File: src/rtl/ras_ckpt.sv
// Checkpointed return address stack: circular stack with speculative push/pop
// and single-cycle restore of {top, count, top entry} from checkpoint slots.
module ras_ckpt #(
    parameter int XLEN        = 32,
    parameter int STACK_DEPTH = 16,
    parameter int NUM_CKPT    = 4,
    localparam int PW         = $clog2(STACK_DEPTH),
    localparam int CW         = PW + 1,
    localparam int IW         = (NUM_CKPT > 1) ? $clog2(NUM_CKPT) : 1
) (
    input  logic                clk,
    input  logic                rst_n,
    input  logic                push,
    input  logic                pop,
    input  logic                pop_push,
    input  logic [XLEN-1:0]     din,
    output logic [XLEN-1:0]     dout,
    output logic                empty,
    output logic                full,
    input  logic                ckpt_valid,
    output logic                ckpt_ready,
    output logic [IW-1:0]       ckpt_id,
    input  logic                restore_valid,
    input  logic [IW-1:0]       restore_id,
    input  logic [NUM_CKPT-1:0] free_mask
);

    logic [XLEN-1:0]     stack [STACK_DEPTH];
    logic [PW-1:0]       top;
    logic [CW-1:0]       count;

    logic [NUM_CKPT-1:0] slot_vld;
    logic [PW-1:0]       slot_top [NUM_CKPT];
    logic [CW-1:0]       slot_cnt [NUM_CKPT];
    logic [XLEN-1:0]     slot_val [NUM_CKPT];

    logic [PW-1:0]       top_m1;
    logic                restore_hit;
    logic                alloc;
    logic [PW-1:0]       top_n;
    logic [CW-1:0]       count_n;
    logic                wr_en;
    logic [PW-1:0]       wr_idx;
    logic [XLEN-1:0]     wr_data;

    assign top_m1 = top - 1'b1;
    assign empty  = (count == '0);
    assign full   = (count == CW'(STACK_DEPTH));
    assign dout   = empty ? '0 : stack[top_m1];

    assign ckpt_ready = |(~slot_vld);

    // Scan downward so the lowest free index is the last one written.
    always_comb begin
        ckpt_id = '0;
        for (int i = NUM_CKPT - 1; i >= 0; i--)
            if (!slot_vld[i]) ckpt_id = IW'(i);
    end

    assign restore_hit = restore_valid && (32'(restore_id) < NUM_CKPT) && slot_vld[restore_id];
    assign alloc       = ckpt_valid && ckpt_ready && !restore_hit;

    always_comb begin
        top_n   = top;
        count_n = count;
        wr_en   = 1'b0;
        wr_idx  = top;
        wr_data = din;
        if (restore_hit) begin
            // Rewrite the saved top entry: a later push may have clobbered it.
            top_n   = slot_top[restore_id];
            count_n = slot_cnt[restore_id];
            wr_en   = 1'b1;
            wr_idx  = slot_top[restore_id] - 1'b1;
            wr_data = slot_val[restore_id];
        end else if (pop_push && !empty) begin
            wr_en  = 1'b1;
            wr_idx = top_m1;
        end else if (pop_push || push) begin
            wr_en   = 1'b1;
            top_n   = top + 1'b1;
            count_n = full ? count : count + 1'b1;
        end else if (pop && !empty) begin
            top_n   = top_m1;
            count_n = count - 1'b1;
        end
    end

    always_ff @(posedge clk or negedge rst_n) begin
        if (!rst_n) begin
            top   <= '0;
            count <= '0;
        end else begin
            top   <= top_n;
            count <= count_n;
        end
    end

    always_ff @(posedge clk) begin
        if (wr_en) stack[wr_idx] <= wr_data;
    end

    // Allocation is applied last so it beats a same-cycle free of that slot.
    always_ff @(posedge clk or negedge rst_n) begin
        if (!rst_n) begin
            slot_vld <= '0;
        end else begin
            for (int i = 0; i < NUM_CKPT; i++) begin
                if (free_mask[i] || (restore_hit && restore_id == IW'(i)))
                    slot_vld[i] <= 1'b0;
                if (alloc && ckpt_id == IW'(i))
                    slot_vld[i] <= 1'b1;
            end
        end
    end

    always_ff @(posedge clk) begin
        for (int i = 0; i < NUM_CKPT; i++) begin
            if (alloc && ckpt_id == IW'(i)) begin
                slot_top[i] <= top;
                slot_cnt[i] <= count;
                slot_val[i] <= stack[top_m1];
            end
        end
    end

endmodule

File: config.mk
export PLATFORM = sky130hd
export DESIGN_NAME = ras_ckpt
export DESIGN_NICKNAME = d
export VERILOG_FILES = /design/src/rtl/ras_ckpt.sv
export SDC_FILE = /design/constraint.sdc
export NUM_CORES = 1
export LEC_CHECK = 0
export CAP_MARGIN = 20
export CORE_MARGIN = 1.5
export CORE_UTILIZATION = 46
export CTS_CLUSTER_SIZE = 24
export DETAILED_ROUTE_END_ITERATION = 8
export PLACE_DENSITY = 0.62
export SLEW_MARGIN = 30
export SYNTH_ARGS = -nofsm -noshare
export SYNTH_HDL_FRONTEND = slang
export SYNTH_SLANG_ARGS = --single-unit
File: constraint.sdc
create_clock -name clk -period 5.9 [get_ports clk]
set_clock_uncertainty 0.15 [all_clocks]
set_input_delay 1.475 -clock clk [delete_from_list [all_inputs] [get_ports clk]]
set_output_delay 1.475 -clock clk [all_outputs]
set_load 0.02 [all_outputs]
==> impl_metrics.env <==
export IMPL_status="completed"
export IMPL_syn_to_final_growth_pct=15.5
export IMPL_ant_nets=0
export IMPL_ys_ff_latch=689
export IMPL_cts_resized_gates=0
export IMPL_yosys_warnings=0
export IMPL_p_per_area_nw_per_um2=606
export IMPL_final_seq_area_um2=20600
export IMPL_n_fill_cell=4444
export IMPL_start_util_pct=46.6
export IMPL_hold_path_class="flip-flop to flip-flop"
export IMPL_instances_no_fill=2160
export IMPL_fp_dieW_um=245
export IMPL_min_from="slot_vld[3]$_DFFE_PN0P_"
export IMPL_r2r_start="top[1]$_DFFE_PN0P_"
export IMPL_cp_arrival_ns=3.91
export IMPL_irDropWorstVdd_v=0.000476
export IMPL_fin_nets=1395
export IMPL_period_share_pct=93.8
export IMPL_final_core_util_pct=53.9
export IMPL_min_to="slot_vld[3]$_DFFE_PN0P_"
export IMPL_period_needed_ns=5.53
export IMPL_r2r_slack_ns=2.17
export IMPL_rr_endpoint="stack[8][18]$_DFFE_PP_"
export IMPL_num_rows=88
export IMPL_final_cell_mix="edfxtp_1, mux4_2, nand2_1"
export IMPL_layout_drive_gt1_share_pct=26.7
export IMPL_holdPathStages=1
export IMPL_crit_slowest_cell="ha_4"
export IMPL_async_reset_ff_share_pct=1.89
export IMPL_synthesis_nets=1264
export IMPL_post_cts_buffers=0
export IMPL_crit_type="flip-flop to primary output"
export IMPL_placed_area_um2=28900
export IMPL_firstDrtPassIters=5
export IMPL_synth_edff_count=676
export IMPL_crit_buf_inv=3
export IMPL_maxSlewViolCount=0
export IMPL_hold_buffers=0
export IMPL_grt_ovfl_total=0
export IMPL_timing_hold_ws_ns=0.484
export IMPL_cts_buffer_depth=3
export IMPL_synth_xor_area_share_pct=0.585
export IMPL_grt_usage_pct=20.2
export IMPL_crit_path_frequent_cell="mux4_2"
export IMPL_gp_congestion=0.751
export IMPL_worst_pin_slew_ns=0.918
export IMPL_cap_violations=0
export IMPL_final_common_cell="edfxtp_1"
export IMPL_finalHoldViolCount=0
export IMPL_cts_sink_count=689
export IMPL_synth_area_mux_share_pct=17.2
export IMPL_synth_main_ff_cell="edfxtp_1"
export IMPL_syn_area_per_cell_um2=22.2
export IMPL_relSlewSlack_pct=38.6
export IMPL_drt_vias_per_instance=5.85
export IMPL_fp_dieH_um=245
export IMPL_clock_fmax_ghz=0.181
export IMPL_syn_area_um2=26900
export IMPL_num_io_pins=82
export IMPL_route_detailed_drc=0
export IMPL_synth_adder_area_share_pct=0.353
export IMPL_crit_fanout=28
export IMPL_vias=12600
export IMPL_drtIter0Drc=1250
export IMPL_clk_pin_slew_ns=0.06
export IMPL_critPathMaxStageDelay_ns=0.59
export IMPL_yosysSeqAreaShare_pct=76.5
export IMPL_grt_max_degree=95
export IMPL_cts_buffers_inserted=71
export IMPL_die_area_um2=60000
export IMPL_clk_latency_ns=0.60
export IMPL_dp_hpwl_um=30400
export IMPL_port_buffers=81
export IMPL_wl_per_cell_um=27.4
export IMPL_worst_endpoint_required_ns=4.28
export IMPL_cp_cell_sequence="inv_1, ha_4, buf_4, mux4_2, mux4_2, nor2b_1, clkdlybuf4s50_1"
export IMPL_htreeDepth=3
export IMPL_tritoncts="yes"
export IMPL_antennaDiodeCount=0
export IMPL_end_kind="primary output"
export IMPL_synth_top_family_by_area="multiplexers"
export IMPL_leakagePower_nw=9.95
export IMPL_grt_pass1_wl_um=87600
export IMPL_core_um2=57800
export IMPL_grt_pass1_vias=13100
export IMPL_final_cell_area_um2=31100
export IMPL_setup_violations=0
export IMPL_rsz0062_at_grt="false"
export IMPL_critPathLaunchType="flip-flop"
export IMPL_syn_inst=1212
export IMPL_root_buffer="clkbuf_16"
export IMPL_synth_compound_area_share_pct=0.845
export IMPL_worst_path_dominant_cell_family="buffers and inverters"
export IMPL_dpl_cell_count=2035
export IMPL_synth_simple_area_share_pct=3.26
export IMPL_totalWireLength_um=59200
export IMPL_multi_input_area_um2=6130
export IMPL_reg2reg_depth=7
export IMPL_synth_cell_types=45
export IMPL_grt_antenna_before_repair=0
metrics by stage:
stage | power (mW) | setup WS, ns | setup TNS (ns)
after floorplan | 12.0 | -0.148 | -12.18
after global placement | 14.6 | 0.979 | 0
after global routing | 19.7 | 0.234 | 0
after detailed placement | 14.8 | 0.917 | 0
after CTS | 19.1 | 0.311 | 0
final | 18.9 | 0.368 | 0
final cells by class:
cell class | instances | share of cell area, %
Inverter | 7 | 0.0844
Timing Repair Buffer | 119 | 3.66
Sequential cell | 689 | 66.3
Tap cell | 765 | 3.07
Multi-Input combinational cell | 455 | 19.7
Clock inverter | 31 | 0.908
Clock buffer | 94 | 6.33
synthesized netlist by cell type (all sizes together), types with 2 or more instances:
cell type	n	share of area (%)
mux4	202	17
nor3b	2	0.056
xor2	10	0.32
buf	37	0.84
o21ai	10	0.24
o211ai	2	0.074
mux2i	5	0.19
edfxtp	676	75
and2	3	0.070
inv	7	0.098
mux2	2	0.084
nand2	108	1.5
nor2b	32	0.74
a21oi	6	0.11
nand3b	2	0.056
a32oi	4	0.13
dfrtp	13	1.2
clkbuf	24	0.33
nor3	22	0.45
nand3	5	0.093
a21o	2	0.056
xnor2	8	0.26
a31o	3	0.098
nand2b	2	0.046
ha	6	0.28
nor2	8	0.11
kinds of logic after synthesis:
family	after synthesis
AO/OA/AOI/OAI	32
XOR/XNOR	18
adder cells (fa/ha/maj)	7
buffers and inverters	68
flip-flops	689
multiplexers	209
AND/OR/NAND/NOR	189
worst max-delay path by stage:
stage	start	endpoint	slack, ns	cells after the start
floorplan	restore_id[0]	slot_cnt[2][0]$_DFFE_PP_	-0.15	5
global placement	top[1]$_DFFE_PN0P_	dout[26]	0.98	7
detailed placement	restore_id[1]	stack[14][18]$_DFFE_PP_	0.92	8
CTS	top[1]$_DFFE_PN0P_	dout[26]	0.31	7
global route	top[1]$_DFFE_PN0P_	dout[27]	0.23	7
finish	top[1]$_DFFE_PN0P_	dout[26]	0.37	7
sequential cells by signal, summed over array words and instances, names as in the netlist:
name and cells:
top 4, slot_top 16, slot_cnt 20, slot_val 128
stack 512, slot_vld 4, count 5
power breakdown:
part	internal (mW)	switching, mW	leakage [nW]
registers	7.12	0.285	6.31
clock network	2.56	1.79	1.09
logic	3.20	3.91	2.55
metal layers:
| metal | global-route usage, % | up-vias | share of wire, % |
|---|---|---|---|
| li1 | - | 5312 | - |
| met2 | 30.3 | 424 | 47 |
| met3 | 3.82 | 70 | 6.4 |
| met1 | 30.7 | 6835 | 45 |
| met4 | 5.25 | 0 | 1.6 |
| met5 | 0 | - | 0 |
(Power assumes the default switching activity.)
